[config.mk]
export PLATFORM = sky130hd
export DESIGN_NAME = digital_pll_controller_v2
export DESIGN_NICKNAME = d
export VERILOG_FILES = /design/src/rtl/digital_pll_controller_v2.sv
export SDC_FILE = /design/constraint.sdc
export NUM_CORES = 1
export LEC_CHECK = 0
export BUFFER_PORTS_ARGS = -buffer_cell sky130_fd_sc_hd__buf_2
export CORE_MARGIN = 3
export CORE_UTILIZATION = 55
export CTS_BUF_LIST = sky130_fd_sc_hd__clkbuf_4 sky130_fd_sc_hd__clkbuf_8 sky130_fd_sc_hd__clkbuf_16
export CTS_CLUSTER_DIAMETER = 30
export CTS_CLUSTER_SIZE = 25
export DETAILED_ROUTE_END_ITERATION = 10
export HOLD_SLACK_MARGIN = 0.15
export PLACE_DENSITY = 0.79
export SLEW_MARGIN = 20
export SYNTH_ARGS = -nofsm -noshare
export SYNTH_HDL_FRONTEND = slang
export SYNTH_SLANG_ARGS = --single-unit
[constraint.sdc]
create_clock -name clock -period 9.6 [get_ports clock]
set_clock_uncertainty 0.15 [all_clocks]
set_input_delay 0.48 -clock clock [delete_from_list [all_inputs] [get_ports clock]]
set_output_delay 0.48 -clock clock [all_outputs]
set_load 0.05 [all_outputs]
[src/rtl/digital_pll_controller_v2.sv]
// -----------------------------------------------------------------------------
// digital_pll_controller_v2
//
// Purpose: closed-loop trim controller for a digitally controlled oscillator.
// The DCO-derived clock counts its own cycles across each period of a slower
// asynchronous reference (osc). Each measured period is compared with the
// target div; the binary trim value tval is stepped toward the target and a
// lock indicator tracks consecutive in-tolerance measurements.
//
// Ports:
//   clock      in   DCO-derived clock (sole clock)
//   resetb     in   synchronous active-low reset
//   enable     in   1 = controller active
//   dco        in   1 = external-trim mode, controller idles
//   osc        in   reference clock, asynchronous to clock
//   hold       in   1 = freeze tval, measuring and lock tracking continue
//   div        in   target clock cycles per osc period
//   trim       out  registered thermometer code of tval (one cycle behind)
//   tval       out  binary trim value, 0..TRIM_W
//   meas       out  last measured period in clock cycles
//   meas_valid out  one-cycle pulse when meas updates
//   locked     out  high while LOCK_N consecutive measurements were in tolerance
// -----------------------------------------------------------------------------
module digital_pll_controller_v2 #(
    parameter int DIV_W     = 5,
    parameter int TRIM_W    = 26,
    parameter int CNT_W     = DIV_W + 2,
    parameter int LOCK_TOL  = 1,
    parameter int LOCK_N    = 4,
    parameter int STEP2_THR = 4,
    parameter int TRIM_INIT = 0
) (
    input  logic                            clock,
    input  logic                            resetb,
    input  logic                            enable,
    input  logic                            dco,
    input  logic                            osc,
    input  logic                            hold,
    input  logic [DIV_W-1:0]                div,
    output logic [TRIM_W-1:0]               trim,
    output logic [$clog2(TRIM_W+1)-1:0]     tval,
    output logic [CNT_W-1:0]                meas,
    output logic                            meas_valid,
    output logic                            locked
);

    localparam int TV_W = $clog2(TRIM_W + 1);
    localparam int LC_W = $clog2(LOCK_N + 1);
    localparam int EW   = CNT_W + 1;

    // Thermometer encoding: bit i set iff i < v.
    function automatic logic [TRIM_W-1:0] therm(input logic [TV_W-1:0] v);
        logic [TRIM_W-1:0] t;
        for (int i = 0; i < TRIM_W; i++) begin
            t[i] = (i < int'(v));
        end
        return t;
    endfunction

    logic                   osc_s1_r, osc_s2_r, osc_dly_r;
    logic [CNT_W-1:0]       cnt_r;
    logic                   first_seen_r;
    logic [LC_W-1:0]        lock_cnt_r;
    logic [TV_W-1:0]        tval_r;
    logic [TRIM_W-1:0]      trim_r;
    logic [CNT_W-1:0]       meas_r;
    logic                   meas_valid_r;
    logic                   locked_r;

    logic                   edge_s;
    logic                   active_s;
    logic signed [EW-1:0]   err_s;
    logic [EW-1:0]          err_abs_s;
    logic                   in_tol_s;
    logic [TV_W:0]          step_s;
    logic [TV_W:0]          up_sum_s;
    logic [TV_W-1:0]        tval_up_s;
    logic [TV_W-1:0]        tval_dn_s;
    logic [CNT_W-1:0]       cnt_inc_s;
    logic [LC_W-1:0]        lock_inc_s;

    logic [CNT_W-1:0]       cnt_nxt_s;
    logic                   seen_nxt_s;
    logic [LC_W-1:0]        lock_nxt_s;
    logic [TV_W-1:0]        tval_nxt_s;
    logic [CNT_W-1:0]       meas_nxt_s;
    logic                   mv_nxt_s;

    // Rising edge of the synchronised reference, one cycle wide.
    assign edge_s   = osc_s2_r & ~osc_dly_r;
    assign active_s = enable & ~dco;

    // Error is taken against the counter value at the edge, which is the
    // period just completed; div is zero-extended into the signed width.
    assign err_s     = $signed({1'b0, cnt_r}) - $signed({{(EW-DIV_W){1'b0}}, div});
    assign err_abs_s = err_s[EW-1] ? $unsigned(-err_s) : $unsigned(err_s);
    assign in_tol_s  = (err_abs_s <= EW'(LOCK_TOL));
    assign step_s    = (err_abs_s > EW'(STEP2_THR)) ? (TV_W+1)'(2) : (TV_W+1)'(1);

    // Saturating trim arithmetic: clamp at TRIM_W on the way up, 0 on the way down.
    assign up_sum_s  = {1'b0, tval_r} + step_s;
    assign tval_up_s = (up_sum_s > (TV_W+1)'(TRIM_W)) ? TV_W'(TRIM_W) : up_sum_s[TV_W-1:0];
    assign tval_dn_s = ({1'b0, tval_r} < step_s) ? {TV_W{1'b0}}
                                                 : TV_W'({1'b0, tval_r} - step_s);

    assign cnt_inc_s  = (cnt_r == {CNT_W{1'b1}}) ? cnt_r : cnt_r + CNT_W'(1);
    assign lock_inc_s = (lock_cnt_r == LC_W'(LOCK_N)) ? lock_cnt_r : lock_cnt_r + LC_W'(1);

    // Next-state: period counter, first-edge flag, measurement, trim and lock count.
    always_comb begin
        cnt_nxt_s  = cnt_inc_s;
        seen_nxt_s = first_seen_r;
        lock_nxt_s = lock_cnt_r;
        tval_nxt_s = tval_r;
        meas_nxt_s = meas_r;
        mv_nxt_s   = 1'b0;
        if (!active_s) begin
            cnt_nxt_s  = {CNT_W{1'b0}};
            seen_nxt_s = 1'b0;
            lock_nxt_s = {LC_W{1'b0}};
        end else if (edge_s) begin
            cnt_nxt_s  = CNT_W'(1);
            seen_nxt_s = 1'b1;
            if (first_seen_r) begin
                meas_nxt_s = cnt_r;
                mv_nxt_s   = 1'b1;
                if (div == {DIV_W{1'b0}}) begin
                    // No meaningful target: report only, never trim or lock.
                    lock_nxt_s = {LC_W{1'b0}};
                end else if (in_tol_s) begin
                    lock_nxt_s = lock_inc_s;
                end else begin
                    lock_nxt_s = {LC_W{1'b0}};
                    if (hold) begin
                        tval_nxt_s = tval_r;
                    end else if (!err_s[EW-1]) begin
                        tval_nxt_s = tval_up_s;
                    end else begin
                        tval_nxt_s = tval_dn_s;
                    end
                end
            end else begin
                // First edge after reset or idle only arms the measurement.
                meas_nxt_s = meas_r;
            end
        end else begin
            cnt_nxt_s = cnt_inc_s;
        end
    end

    // State and output registers with synchronous active-low reset.
    always_ff @(posedge clock) begin
        if (!resetb) begin
            osc_s1_r     <= 1'b0;
            osc_s2_r     <= 1'b0;
            osc_dly_r    <= 1'b0;
            cnt_r        <= {CNT_W{1'b0}};
            first_seen_r <= 1'b0;
            lock_cnt_r   <= {LC_W{1'b0}};
            tval_r       <= TV_W'(TRIM_INIT);
            trim_r       <= therm(TV_W'(TRIM_INIT));
            meas_r       <= {CNT_W{1'b0}};
            meas_valid_r <= 1'b0;
            locked_r     <= 1'b0;
        end else begin
            osc_s1_r     <= osc;
            osc_s2_r     <= osc_s1_r;
            osc_dly_r    <= osc_s2_r;
            cnt_r        <= cnt_nxt_s;
            first_seen_r <= seen_nxt_s;
            lock_cnt_r   <= lock_nxt_s;
            tval_r       <= tval_nxt_s;
            trim_r       <= therm(tval_r);
            meas_r       <= meas_nxt_s;
            meas_valid_r <= mv_nxt_s;
            locked_r     <= (lock_nxt_s == LC_W'(LOCK_N));
        end
    end

    assign trim       = trim_r;
    assign tval       = tval_r;
    assign meas       = meas_r;
    assign meas_valid = meas_valid_r;
    assign locked     = locked_r;

endmodule
==> results of run 1 <==
flip-flops by register name (all words and copies together) (netlist names):
| name | count |
|---|---|
| tval | 5 |
| lock_cnt_r | 3 |
| first_seen_r | 1 |
| meas | 7 |
| locked | 1 |
| cnt_r | 7 |
| osc_s1_r | 1 |
| meas_valid | 1 |
| osc_dly_r | 1 |
| osc_s2_r | 1 |
| trim | 26 |
final cells by class:
| class | count | area (um2) |
|---|---|---|
| Clock buffer | 8 | 110.1 |
| Multi-Input combinational cell | 231 | 1488 |
| Sequential cell | 54 | 1081 |
| Tap cell | 65 | 81.33 |
| Timing Repair Buffer | 51 | 257.7 |
| Inverter | 20 | 75.07 |
| Fill cell | 386 | 1471 |
routing by layer:
metal | vias up | GRT usage (%) | wire length (um)
met5 | - | 0 | 0
met2 | 68 | 34.13 | 2661
met1 | 1137 | 28.49 | 2746
met4 | 0 | 9.964 | 139
li1 | 1207 | - | -
met3 | 15 | 3.546 | 305
synth_stat cells (3+ instances only):
cell	count
and2_1	4
nor3_1	10
a21oi_1	24
nor3b_1	3
mux2i_1	11
nor2b_1	6
nand3_1	8
o21a_1	6
dfxtp_1	54
xnor2_1	4
o21ai_0	13
nand4_1	3
ha_1	13
a21o_1	3
a31oi_1	5
xor2_1	4
nand2_1	22
inv_1	19
clkbuf_1	13
nor2_1	49
fa_1	3
a211oi_1	4
power by group:
| part | leakage, uW | internal, uW | switching, uW |
|---|---|---|---|
| registers | 0.000435 | 225 | 0.491 |
| clock network | 0.0000575 | 72.8 | 66.2 |
| logic | 0.000864 | 17.6 | 26.3 |
| total | 0.00136 | 315 | 93.0 |
per-stage QoR:
step / hold WS (ns) / std cells / total power (uW) / instance area (um2) / setup WS (ns)
final: 0.2389 / 429 / 407.9 / 3093 / 4.485
after global routing: 0.2482 / 429 / 427.6 / 3093 / 4.140
after CTS: 0.2326 / 429 / 411.2 / 3093 / 4.524
after detailed placement: 0.2957 / 421 / 273.8 / 2983 / 4.443
after global placement: 0.2872 / 421 / 272.5 / 2983 / 4.615
after floorplan: 0.2619 / 322 / 264.2 / 2710 / 4.915
critical path: cells and delay by family, from the launching register on:
family,cells,cell delay [ns]
xor+xnor,1,0.24
buf+inv,3,0.29
simple gates,6,1.22
fa+ha+maj,4,1.30
compound gates,7,1.42
flops,1,0.36
path summary, 6_finish.rpt:
kind / cells after the start / slack, ns / startpoint / endpoint
max: 21 / 4.49 / cnt_r[0] / tval[3]
min: 2 / 0.24 / osc / osc_s1_r
max reg2reg: 21 / 4.49 / cnt_r[0] / tval[3]
min reg2reg: 1 / 0.31 / osc_s1_r / osc_s2_r
logic make-up (layout without fill, tap and decap cells):
| kind of cell | after synthesis | in the layout | share of synthesized area, % |
|---|---|---|---|
| DFF | 54 | 54 | 39.89 |
| xor gates and xnor gates | 8 | 8 | 2.585 |
| and+or+nand+nor | 121 | 121 | 21.33 |
| muxes | 11 | 11 | 4.063 |
| AOI/OAI and AO/OA | 75 | 75 | 18.70 |
| adders and majority gates | 16 | 16 | 8.218 |
| buffers and inverters | 37 | 79 | 5.217 |
==> results.json, run 1 <==
{
  "ir_drop_uv": 54.35,
  "cp_common_cell": "inv_1",
  "layout_common_cells": "dfxtp_1, buf_2, nor2_1",
  "startpoint_type": "flip-flop",
  "worstSetupPathType": "reg2reg",
  "ys_seq_area_share_pct": 39.89,
  "die_x_um": 76.20,
  "hold_viol": 0,
  "start_util_pct": 59.37,
  "slew_headroom_pct": 48.62,
  "wl_per_cell_um": 13.64,
  "grt_max_degree": 24,
  "hp-class": "in2reg",
  "cts_resized": 0,
  "cap_violations": 0,
  "period_needed_ns": 5.115,
  "ctsHoldBuffers": 0,
  "arrival_ns": 5.13,
  "path_clk_slew_ns": 0.09,
  "cts_setup_buffers": 0,
  "crit_slowest_cell": "fa_1",
  "mostFrequentLayoutCell": "dfxtp_1",
  "crit_fanout": 5,
  "cts_sinks": 54,
  "worst_setup_path_end_kind": "flip-flop",
  "cts_buffers": 5,
  "drt_first_pass_iters": 4,
  "synthArstFlopShare_pct": 0,
  "syn_area_mm2": 0.002710,
  "ys_types": 53,
  "num-nets-final": 390,
  "grt_use_total_pct": 21.45,
  "cp_cell_sequence": "inv_1 -> ha_1 -> inv_1 -> fa_1 -> xor2_1 -> nand3b_1 -> or4_1 -> o2111ai_1 -> and3_4 -> nor2_1 -> and2_1 -> ha_1 -> fa_1 -> inv_1 -> nor3_1 -> a31o_2 -> a22o_1 -> a32oi_1 -> o21ai_0 -> a311oi_1 -> a211oi_1",
  "rsz0062_at_grt": "false",
  "htree_num_levels": 2,
  "syn_nets": 349,
  "grt_pass1_vias": 2212,
  "setup_viol": 0,
  "ant_nets": 0,
  "p_leak_uw": 0.001357,
  "finalCoreUtilization_pct": 67.76,
  "syn_area_per_cell_um2": 8.416,
  "max_freq_mhz": 195.5,
  "fp-row-count": 24,
  "tns_ns": 0,
  "ys_top_cells_by_area": "dfxtp_1, nor2_1, ha_1, a21oi_1, mux2i_1",
  "syn_to_final_growth_pct": 14.13,
  "maxSlewViolCount": 0,
  "cts_tree": "done",
  "diodes": 0,
  "clockBufferDepth": 2,
  "drive_gt1_share_pct": 18.13,
  "synthCells": 322,
  "routed-via-count": 2427,
  "grt_antenna_before_repair": 0,
  "dp_hpwl_mm": 4.342,
  "core_mm2": 0.004564,
  "design.portCount": 51,
  "max_slew.worst_pin.slew_ns": 0.7697,
  "chipHeight_um": 76.20,
  "fin_crit_sh_pct": 53.28,
  "drc": 0,
  "grt-ovfl-total": 0,
  "wirelength_mm": 5.853,
  "worstPathRequired_ns": 9.62,
  "yosys_most_used_dff": "dfxtp_1",
  "yosys_warnings": 0,
  "yosys.area.top_type": "dfxtp_1",
  "initialDrtViolationCount": 191,
  "ys_ff_latch": 54,
  "die_area_mm2": 0.005806,
  "cp_slowest_stage_delay_ns": 0.49,
  "viasPerCell": 5.657,
  "synth_top_area_share_pct": 39.89,
  "gp_congestion": 0.8861,
  "status": "finished clean",
  "grt_pass1_wl_mm": 10.35,
  "power_density_mw_per_mm2": 131.9,
  "port_buffers": 50,
  "synth_edf_count": 0,
  "root_buffer": "clkbuf_8",
  "insertion_delay_ns": 0.30
}
Note: power is estimated with default switching activity, not from simulation.
==> inputs of run 2 (changes only) <==
--- a/config.mk
+++ b/config.mk
@@ -7,13 +7,13 @@
 export LEC_CHECK = 0
 export BUFFER_PORTS_ARGS = -buffer_cell sky130_fd_sc_hd__buf_2
 export CORE_MARGIN = 3
-export CORE_UTILIZATION = 55
+export CORE_UTILIZATION = 50
 export CTS_BUF_LIST = sky130_fd_sc_hd__clkbuf_4 sky130_fd_sc_hd__clkbuf_8 sky130_fd_sc_hd__clkbuf_16
 export CTS_CLUSTER_DIAMETER = 30
 export CTS_CLUSTER_SIZE = 25
 export DETAILED_ROUTE_END_ITERATION = 10
 export HOLD_SLACK_MARGIN = 0.15
-export PLACE_DENSITY = 0.79
+export PLACE_DENSITY = 0.76
 export SLEW_MARGIN = 20
 export SYNTH_ARGS = -nofsm -noshare
 export SYNTH_HDL_FRONTEND = slang
==> constraint.sdc (replaced) <==
create_clock -name clock -period 4.2 [get_ports clock]
set_clock_uncertainty 0.15 [all_clocks]
set_input_delay 0.21 -clock clock [delete_from_list [all_inputs] [get_ports clock]]
set_output_delay 0.21 -clock clock [all_outputs]
set_load 0.05 [all_outputs]
==> results.json, run 2 (synthesized netlist as in run 1, its figures left out) <==
{
  "status": "finished, violations left",
  "violations": "setup timing",
  "timing.hold.ws_ns": 0.1918,
  "gp_congestion": 0.9158,
  "start_util_pct": 52.39,
  "insertion_delay_ns": 0.31,
  "tns_ns": -0.5636,
  "post-place-cells": 453,
  "hold_viol": 0,
  "worst_setup_path_end_kind": "flip-flop",
  "grt_max_degree": 24,
  "fin_crit_sh_pct": 105.2,
  "cts_buffers": 5,
  "max_freq_mhz": 226.4,
  "cts_sinks": 54,
  "slew_headroom_pct": 46.48,
  "drt_first_pass_iters": 4,
  "hp-class": "in2reg",
  "ir_drop_uv": 181.9,
  "die_area_mm2": 0.006339,
  "viasPerCell": 5.391,
  "largest_reg_flops": 26,
  "cts_tree": "done",
  "diodes": 0,
  "port_buffers": 50,
  "clockBufferDepth": 2,
  "drive_gt1_share_pct": 30.17,
  "arrival_ns": 4.47,
  "p_leak_uw": 0.001547,
  "core_mm2": 0.005172,
  "post-place-ws_ns": -0.2758,
  "htree_num_levels": 2,
  "path_clk_slew_ns": 0.09,
  "initialDrtViolationCount": 242,
  "grt_pass1_vias": 2312,
  "root_buffer": "clkbuf_8",
  "startpoint_type": "flip-flop",
  "power_uw": 998.1,
  "ant_nets": 0,
  "syn_to_final_growth_pct": 29.22,
  "power_density_mw_per_mm2": 285.0,
  "cap_violations": 0,
  "period_needed_ns": 4.418,
  "layout_common_cells": "dfxtp_1, buf_2, nor2_1",
  "mostFrequentLayoutCell": "dfxtp_1",
  "die_x_um": 79.62,
  "rsz0062_at_grt": "true",
  "maxSlewViolCount": 0,
  "grt_antenna_before_repair": 0,
  "max_slew.worst_pin.slew_ns": 0.8018,
  "finalWorstSetupSlack_ns": -0.2179,
  "num-nets-final": 427,
  "routed-via-count": 2539,
  "chipHeight_um": 79.62,
  "setup_viol": 3,
  "design.portCount": 51,
  "grt-ovfl-total": 0,
  "drc": 0,
  "worstSetupPathType": "reg2reg",
  "crit_fanout": 4,
  "layout.cells.non_filler": 471,
  "grt_use_total_pct": 20.64,
  "wirelength_mm": 6.440,
  "wl_per_cell_um": 13.67,
  "dp_hpwl_mm": 4.662,
  "worstPathRequired_ns": 4.25,
  "grt_pass1_wl_mm": 10.58,
  "fp-row-count": 26
}
-- run 2: cell types whose count changed in the layout (fill, tap and decap cells not counted), sizes merged --
cell	before	now
buf	51	84
clkinv	1	3
clkbuf	8	5
dlygate4sd3	0	4
bufinv	0	1
-- run 2: timing repair --
action,4_1_cts,5_1_grt
pin swaps,1,5
buffers inserted,3,4
endpoints found under the setup margin,3,5
endpoints found under the hold margin,8,0
gates resized for setup,3,17
hold buffers,4,0
-- run 2: final timing paths --
| check | startpoint | end | slack, ns | cells after the start |
|---|---|---|---|---|
| worst min register to register | osc_s1_r | osc_s2_r | 0.31 | 1 |
| worst max-delay path | cnt_r[0] | tval[2] | -0.22 | 21 |
| worst min-delay path | enable | lock_cnt_r[0] | 0.19 | 3 |
| worst max register to register | cnt_r[0] | tval[2] | -0.22 | 21 |
-- run 2: critical path, stage by stage, from the launching register on --
cell	delay, ns
dfxtp_2	0.33
inv_2	0.07
ha_4	0.14
inv_2	0.04
fa_2	0.38
xor2_4	0.16
nand3b_1	0.17
or4_4	0.42
o2111ai_2	0.19
and3_4	0.21
nor2_2	0.03
and2_4	0.17
ha_4	0.15
fa_2	0.54
inv_2	0.04
nor3_2	0.13
a31o_2	0.17
a22o_1	0.15
a32oi_2	0.09
a32oi_1	0.26
nor2_1	0.06
o221a_2	0.27
-- run 2: layer usage --
| layer | up-vias | GRT usage [%] | routed length (um) |
|---|---|---|---|
| met1 | 1173 | 28.12 | 2978 |
| met3 | 13 | 2.709 | 345 |
| li1 | 1279 | - | - |
| met2 | 74 | 34.39 | 3023 |
| met4 | 0 | 5.326 | 92 |
| met5 | - | 0 | 0 |
-- run 2: power by group --
| group | internal [uW] | switching [uW] |
|---|---|---|
| clock network | 176 | 164 |
| logic | 70.7 | 73.4 |
| registers | 513 | 0.830 |
-- run 2: final cells by class --
cell class | count | area [um2]
Clock buffer | 5 | 68.82
Clock inverter | 3 | 40.04
Fill cell | 403 | 1670
Inverter | 20 | 75.07
Multi-Input combinational cell | 231 | 1599
Sequential cell | 54 | 1082
Tap cell | 70 | 87.58
Timing Repair Buffer | 88 | 549.3
-- run 2: stage by stage --
stage               utilization [%]  area, um2
floorplan                         -       2768
global placement              62.82       3249
detailed placement            62.82       3249
CTS                           66.30       3430
global route                  67.71       3502
finish                        67.71       3502
